==> config.mk <==
export PLATFORM = sky130hd
export DESIGN_NAME = id_operand_unit
export DESIGN_NICKNAME = d
export VERILOG_FILES = /design/src/rtl/core_pkg.sv /design/src/rtl/riscv_pkg.sv /design/src/rtl/regfile_2r1w.sv /design/src/rtl/id_operand_unit.sv
export SDC_FILE = /design/constraint.sdc
export NUM_CORES = 2
export LEC_CHECK = 0
export ABC_CLOCK_PERIOD_IN_PS = 63600
export BUFFER_PORTS_ARGS = -buffer_cell sky130_fd_sc_hd__buf_2
export CORE_MARGIN = 2
export CORE_UTILIZATION = 30
export CTS_CLUSTER_DIAMETER = 30
export CTS_CLUSTER_SIZE = 28
export DETAILED_ROUTE_END_ITERATION = 10
export HOLD_SLACK_MARGIN = 0.05
export PLACE_DENSITY_LB_ADDON = 0.3
export SLEW_MARGIN = 25
export SYNTH_ARGS = -nofsm -noshare
export SYNTH_HDL_FRONTEND = slang
export SYNTH_SLANG_ARGS = --single-unit
==> constraint.sdc <==
create_clock -name clk -period 63.6 [get_ports clk]
set_input_delay 6.36 -clock clk [delete_from_list [all_inputs] [get_ports clk]]
set_output_delay 6.36 -clock clk [all_outputs]
set_load 0.005 [all_outputs]
==> src/rtl/core_pkg.sv <==
// Shared core definitions: datapath width, register addressing and the
// instruction format codes produced by the decoder.
package core;

  localparam int DATA_W     = 32;
  localparam int NREGS      = 32;
  localparam int REG_ADDR_W = 5;

  typedef logic [REG_ADDR_W-1:0] reg_addr_t;

  // Code 7 is reserved and decodes to a zero immediate.
  typedef enum logic [2:0] {
    NOP      = 3'd0,
    R_FORMAT = 3'd1,
    I_FORMAT = 3'd2,
    S_FORMAT = 3'd3,
    B_FORMAT = 3'd4,
    U_FORMAT = 3'd5,
    J_FORMAT = 3'd6,
    FMT_RSVD = 3'd7
  } format_t;

endpackage

==> src/rtl/riscv_pkg.sv <==
// RV32I base opcode constants (instr[6:0]).
package riscv;

  localparam logic [6:0] OPC_LOAD   = 7'b0000011;
  localparam logic [6:0] OPC_OP_IMM = 7'b0010011;
  localparam logic [6:0] OPC_AUIPC  = 7'b0010111;
  localparam logic [6:0] OPC_STORE  = 7'b0100011;
  localparam logic [6:0] OPC_OP     = 7'b0110011;
  localparam logic [6:0] OPC_LUI    = 7'b0110111;
  localparam logic [6:0] OPC_BRANCH = 7'b1100011;
  localparam logic [6:0] OPC_JALR   = 7'b1100111;
  localparam logic [6:0] OPC_JAL    = 7'b1101111;

endpackage

==> src/rtl/regfile_2r1w.sv <==
// Two-read / one-write register file with x0 hard-wired to zero,
// write-through bypass on both read ports and asynchronous clear.
module regfile_2r1w #(
  parameter int DATA_W = 32,
  parameter int NREGS  = 32,
  parameter int AW     = 5
) (
  input  logic              clk,
  input  logic              rst,
  input  logic [AW-1:0]     i_raddr_a,
  input  logic [AW-1:0]     i_raddr_b,
  input  logic              i_wen,
  input  logic [AW-1:0]     i_waddr,
  input  logic [DATA_W-1:0] i_wdata,
  output logic [DATA_W-1:0] o_rdata_a,
  output logic [DATA_W-1:0] o_rdata_b
);

  logic [DATA_W-1:0] regs_q [NREGS];
  logic              wr_en;

  // Writes to x0 or to addresses beyond the implemented file are dropped.
  assign wr_en = i_wen && (i_waddr != '0) && (int'(i_waddr) < NREGS);

  // Bypass wins over storage; stored data is masked while rst is held so
  // the clear is visible even before the reset NBA has landed.
  function automatic logic [DATA_W-1:0] rd_port(input logic [AW-1:0] addr);
    logic [DATA_W-1:0] val;
    val = '0;
    if (i_wen && (addr == i_waddr) && (addr != '0))
      val = i_wdata;
    else if (!rst && (addr != '0) && (int'(addr) < NREGS))
      val = regs_q[addr];
    return val;
  endfunction

  // Storage: asynchronous clear, single synchronous write port.
  always_ff @(posedge clk or posedge rst) begin
    if (rst) begin
      for (int i = 0; i < NREGS; i++) regs_q[i] <= '0;
    end else if (wr_en) begin
      regs_q[i_waddr] <= i_wdata;
    end
  end

  // Combinational read ports.
  always_comb begin
    o_rdata_a = rd_port(i_raddr_a);
    o_rdata_b = rd_port(i_raddr_b);
  end

endmodule

==> src/rtl/id_operand_unit.sv <==
// Decode-stage operand unit: RV32I immediate generation plus the
// architectural register file.
module id_operand_unit #(
  parameter int DATA_W = core::DATA_W,
  parameter int NREGS  = core::NREGS
) (
  input  logic                        clk,
  input  logic                        rst,
  input  logic [31:0]                 instr_i,
  input  logic [2:0]                  format_i,
  output logic [31:0]                 imm_o,
  input  logic [core::REG_ADDR_W-1:0] i_raddr_a,
  input  logic [core::REG_ADDR_W-1:0] i_raddr_b,
  input  logic                        i_wen,
  input  logic [core::REG_ADDR_W-1:0] i_waddr,
  input  logic [DATA_W-1:0]           i_wdata,
  output logic [DATA_W-1:0]           o_rdata_a,
  output logic [DATA_W-1:0]           o_rdata_b
);

  import riscv::*;

  core::format_t fmt;
  logic [31:0]   imm_i;
  logic [31:0]   imm_s;
  logic [31:0]   imm_b;
  logic [31:0]   imm_u;
  logic [31:0]   imm_j;

  assign fmt = core::format_t'(format_i);

  // All immediates sign-extend from instr[31].
  assign imm_i = {{20{instr_i[31]}}, instr_i[31:20]};
  assign imm_s = {{20{instr_i[31]}}, instr_i[31:25], instr_i[11:7]};
  assign imm_b = {{19{instr_i[31]}}, instr_i[31], instr_i[7], instr_i[30:25],
                  instr_i[11:8], 1'b0};
  assign imm_u = {instr_i[31:12], 12'b0};
  assign imm_j = {{11{instr_i[31]}}, instr_i[31], instr_i[19:12], instr_i[20],
                  instr_i[30:21], 1'b0};

  // Immediate select; JALR is tagged as a jump but carries an I-type field.
  always_comb begin
    imm_o = '0;
    case (fmt)
      core::I_FORMAT: imm_o = imm_i;
      core::S_FORMAT: imm_o = imm_s;
      core::B_FORMAT: imm_o = imm_b;
      core::U_FORMAT: imm_o = imm_u;
      core::J_FORMAT: imm_o = (instr_i[6:0] == OPC_JALR) ? imm_i : imm_j;
      default:        imm_o = '0;
    endcase
  end

  regfile_2r1w #(
    .DATA_W (DATA_W),
    .NREGS  (NREGS),
    .AW     (core::REG_ADDR_W)
  ) u_regfile (
    .clk       (clk),
    .rst       (rst),
    .i_raddr_a (i_raddr_a),
    .i_raddr_b (i_raddr_b),
    .i_wen     (i_wen),
    .i_waddr   (i_waddr),
    .i_wdata   (i_wdata),
    .o_rdata_a (o_rdata_a),
    .o_rdata_b (o_rdata_b)
  );

endmodule

; Yosys cells after proc, flatten, opt, wreduce, memory -nomap -nowiden
; Index checks and enable logic that the tools add are counted.
[totals]
reg_bits = 1024
input_bits = 85
out_inout_bits = 96
word_cells = 74
[classes]
order_cmp = 4
eq_ne = 8
muxes = 15
n_bitwise = 3
reduce_logical = 12
[op_table]
columns = op, n
row1 = 1024-bit bitwise mux, 1
row2 = 32-bit binary-select mux with 5-bit select, 2
row3 = 32-bit 2-to-1 mux, 9
row4 = 32-bit demux with 5-bit select, 1
row5 = 32-bit case mux with 5 select lines, 1
row6 = 20-bit 2-to-1 mux, 1
row7 = "6-bit >= comparator, second input constant", 3
row8 = 5-bit inverter with 6-bit output, 3
row9 = 5-bit nonzero test, 3
row10 = 5-bit equality test, 2
row11 = "3-bit equality test, second input constant", 3
row12 = 1-bit logical AND, 8
row13 = "7-bit equality test, second input constant", 1
row14 = "3-bit by 2-bit equality test with 1-bit output, second input constant", 2
row15 = "6-bit by 1-bit less-than comparator with 1-bit output, second input constant", 1
row16 = 1-bit logical NOT, 1

; Logic depth before layout (Yosys ltp)
[logic_depth]
depth_word = 6
depth_mapped = 10
mapped_depth_nobuf = 5

; Modules after synthesis
; A second synthesis with hierarchy kept.
[hier_totals]
cells_unflattened = 3814
area_unflattened_um2 = 55051.5
[by_module_without_submodules]
columns = mod, n_inst, cells_each, area_each_um2, seq_area_each_um2
row1 = regfile_2r1w, 1, 3739, 54521.0, 25624.6
row2 = id_operand_unit, 1, 75, 530.5, 0.0

; Least setup slack after synthesis
; No wires, ideal clock.
[synth_timing]
path_type = input port to output port
startpoint = input port rst
endpoint = output port o_rdata_a[17]
arrival_ns = 33.224
required_ns = 57.240
path_slack_ns = 24.016
stages = 4
cell_sequence = inv_1 > o221ai_1 > clkbuf_1 > o31ai_1
[synth_between]
elab_chain_cells = 4
[synth_rtl]
columns = element, line_no
row1 = from (decl), id_operand_unit.sv:8  ; input logic rst,
row2 = 1-bit logical NOT (no source line), -
row3 = 1-bit logical AND, regfile_2r1w.sv:32  ; else if (!rst && (addr != '0) && (int'(addr) < NREGS))
row4 = 32-bit 2-to-1 mux, regfile_2r1w.sv:32
row5 = 32-bit 2-to-1 mux, regfile_2r1w.sv:30  ; if (i_wen && (addr == i_waddr) && (addr != '0))
row6 = to (decl), id_operand_unit.sv:17  ; output logic [DATA_W-1:0] o_rdata_a,
; No other way between the ends.

; Final worst setup path
[layout_timing]
startpoint = input port i_raddr_a[0] (netlist bit)
endpoint = output port o_rdata_a[30]
[layout_between]
elab_chain_cells = 6
elab_cells_between_ends = 11
classes_between = 1 x eq/ne / 5 x mux / 1 x bitwise / 4 x reduce/logical
[layout_rtl]
columns = element, line_no
row1 = from (decl), id_operand_unit.sv:12  ; input logic [core::REG_ADDR_W-1:0] i_raddr_a,
row2 = 5-bit inverter with 6-bit output (not written as such), regfile_2r1w.sv:33  ; val = regs_q[addr];
row3 = 32-bit binary-select mux with 5-bit select, regfile_2r1w.sv:33
row4 = 32-bit 2-to-1 mux (not written as such) (2 in a row), regfile_2r1w.sv:33
row5 = 32-bit 2-to-1 mux, regfile_2r1w.sv:32
row6 = 32-bit 2-to-1 mux *, regfile_2r1w.sv:30
; Every way passes the cells marked *; elsewhere a longest branch is shown, timed or not. The select of a mux whose other input is x is not followed.

==> impl_metrics.json <==
{
  "slew_headroom": 0.2667,
  "rsz0062_at_grt": "false",
  "vias": 41090,
  "syn_nets": 4547,
  "clk_path_buf_depth": 3,
  "layout.nets": 4552,
  "cp_cell_sequence": "buf_8 > buf_4 > buf_4 > nand3_1 > buf_4 > o22ai_1 > nor2_1 > and4_1 > o31ai_1 > buf_2",
  "timing.max_cap.violations": 0,
  "overflow": 0,
  "rows": 158,
  "clk_latency_ps": 810,
  "area_growth_pct": 18.64,
  "drive_above_1_share": 0.3978,
  "top_register": "u_regfile.regs_q",
  "cts_setup_buffers": 0,
  "place_congestion": 0.8439,
  "drtAntennaViolNets": 0,
  "wl_um": 219300,
  "yosysTopAreaCell": "dfrtp_1",
  "ys_warn_count": 0,
  "setup_viol_count_final": 0,
  "required_ps": 57240,
  "cts_root_buf": "clkbuf_16",
  "first_pass_iters": 8,
  "die_w_um": 434.9,
  "drc": 0,
  "grt_use_total": 0.2258,
  "grt_pass1_vias": 42030,
  "io_buffers": 180,
  "hpwl_um": 119900,
  "ir_drop_v": 0.00002139,
  "tightest_slew_ps": 1100,
  "dp.cells": 6739,
  "htree_levels": 4,
  "die_area_um2": 189100,
  "ff_latch_area_um2": 25620,
  "initial_utilization": 0.3010,
  "status": "complete, no violations",
  "synthCells": 4462,
  "cts_buffers": 205,
  "synth_edf_count": 0,
  "die_h_um": 434.9,
  "pin_count": 181,
  "grt_max_degree": 156,
  "synth_area_per_cell_um2": 12.48,
  "cts_resized": 0,
  "vias_per_cell": 5.765,
  "cts.clk_slew.worst_paths_ps": 50,
  "cts_tree": "done",
  "crit_path_end_kind": "output pin",
  "drt-wirelength-per-cell_um": 30.77,
  "drt_iter0_drc": 3400,
  "fin_cells": 7127,
  "clock_skew_ps": 0,
  "synth_cell_types": 57,
  "cts_sinks": 1024,
  "ctsHoldBuffers": 0,
  "syn_area_um2": 55700,
  "core_um2": 185000,
  "ys_ff_latch": 1024,
  "start_kind": "input port",
  "antenna_found_initial": 22,
  "leakage_nw": 29.28,
  "fin_total_pwr_mw": 2.358,
  "drv_slew": 0,
  "largestRegisters": "u_regfile.regs_q: 1024 flops",
  "synthTopCellsByArea": "dfrtp_1, mux2_2, mux2i_1",
  "hold_viol": 0,
  "period_share": 0.2656,
  "hold_path.class": "reg2reg",
  "crit_top_cell": "buf_4",
  "fillers": 18060,
  "ys_dominant_reg_cell": "dfrtp_1",
  "ys_async_sr_fraction": 1.000,
  "hold_slack_ps": 388.4,
  "cpPeakStageDelay_ps": 800,
  "synth_top_area_share": 0.4600,
  "largest_reg_flops": 1024,
  "crit_fanout": 44,
  "multi_input_area_um2": 28200,
  "finalSetupTns_ps": 0,
  "fmax_ghz": 0.05920,
  "power_density_nw_per_um2": 35.69,
  "grt_pass1_wl_um": 312400,
  "slowest_stage": "nand3_1",
  "arrival_ps": 10530,
  "min_period_ps": 16890,
  "ys_seq_area_frac": 0.4600,
  "critical_path_class": "in2out"
}
-- cell usage after synthesis (all sizes together), types with 3 or more instances --
master   instances
dfrtp         1024
mux2           988
mux2i          654
buf            247
clkbuf         243
o22ai          232
nor2           176
mux4           153
a21oi          116
nand2          102
nor4            68
o21ai           64
nand3           44
o2111ai         44
nand3b          33
nand4           33
a22o            32
a32o            32
o2bb2ai         23
o31ai           23
inv             13
a211oi          12
a21o            11
and2            10
o32ai            9
a211o            8
or4              8
nor3b            7
or3b             6
xnor2            6
a22oi            4
nand2b           4
nor3             4
xor2             4
nor2b            3
or2              3
-- final timing paths --
path	slack, ps	endpoint	cells past startpoint	start
max	46710	o_rdata_a[30]	10	i_raddr_a[0]
min	390	u_regfile.regs_q[1019]	0	u_regfile.regs_q[1019]
max reg2reg	62790	u_regfile.regs_q[842]	1	u_regfile.regs_q[842]
min reg2reg	390	u_regfile.regs_q[1019]	0	u_regfile.regs_q[1019]
max in group asynchronous	54980	u_regfile.regs_q[381]	5	rst
min in group asynchronous	5760	u_regfile.regs_q[449]	2	rst
-- report_power, final --
part / internal, mW / switching, mW / total [mW] / leakage (nW)
clock network: 0.733 / 0.382 / 1.11 / 3.51
logic: 0.194 / 0.178 / 0.373 / 12.7
registers: 0.778 / 0.0936 / 0.871 / 13.1
-- layer usage --
metal  vias up  wire, um  global-route usage
li1      16900         -                   -
met1     21800     85870              0.2742
met2      1816    105000              0.3738
met3       563     14900             0.04257
met4        14     13450              0.1313
met5         -        85                   0
-- placed cells by master, fill, tap and decap left out, types with 33 or more instances in the layout --
cell type	synthesis	layout
mux2_2	980	980
nor4_1	68	68
o21ai_0	64	64
mux2i_1	654	654
o2111ai_1	44	44
nand2_1	102	87
o22ai_1	232	232
nand3b_1	33	33
dfrtp_1	1024	1024
buf_2	166	171
buf_4	15	103
clkbuf_8	0	44
a21oi_1	116	116
nor2_1	172	156
nand4_1	33	33
clkinv_2	0	37
nand3_1	44	42
clkbuf_16	0	206
mux4_2	153	153
-- layout make-up --
cell class / count / share of cell area
multi-input cells: 2934 / 0.4267
flip-flops and latches: 1024 / 0.3878
clock buffers: 263 / 0.08776
well taps: 2480 / 0.04696
repair buffers: 288 / 0.02833
clock inverters: 118 / 0.02138
inverters: 14 / 0.0009088
diodes: 6 / 0.0002272
-- kinds of logic (layout without fill, tap and decap cells) --
kind of cell / Yosys count / count (layout) / share of synthesized area
xor+xnor: 10 / 10 / 0.001572
other cells: 0 / 6 / 0
buf+inv: 504 / 683 / 0.03938
simple gates: 512 / 512 / 0.04585
mux: 1795 / 1795 / 0.3791
compound gates: 617 / 617 / 0.07402
flops: 1024 / 1024 / 0.4600
-- per-stage QoR --
step	util	instance area [um2]	worst slack, ps
after global placement	0.3175	58740	46630
after global routing	0.3571	66080	46640
after floorplan	-	55700	24020
final	0.3571	66080	46710
after CTS	0.3569	66030	46710
after detailed placement	0.3179	58820	46740
-- critical path: cells and delay by family --
kind / cells / cell delay [ps]
AO/OA/AOI/OAI: 2 / 620
buffers and inverters: 5 / 2340
AND/OR/NAND/NOR: 3 / 1010
No activity file was read; power rests on OpenSTA's default activity.
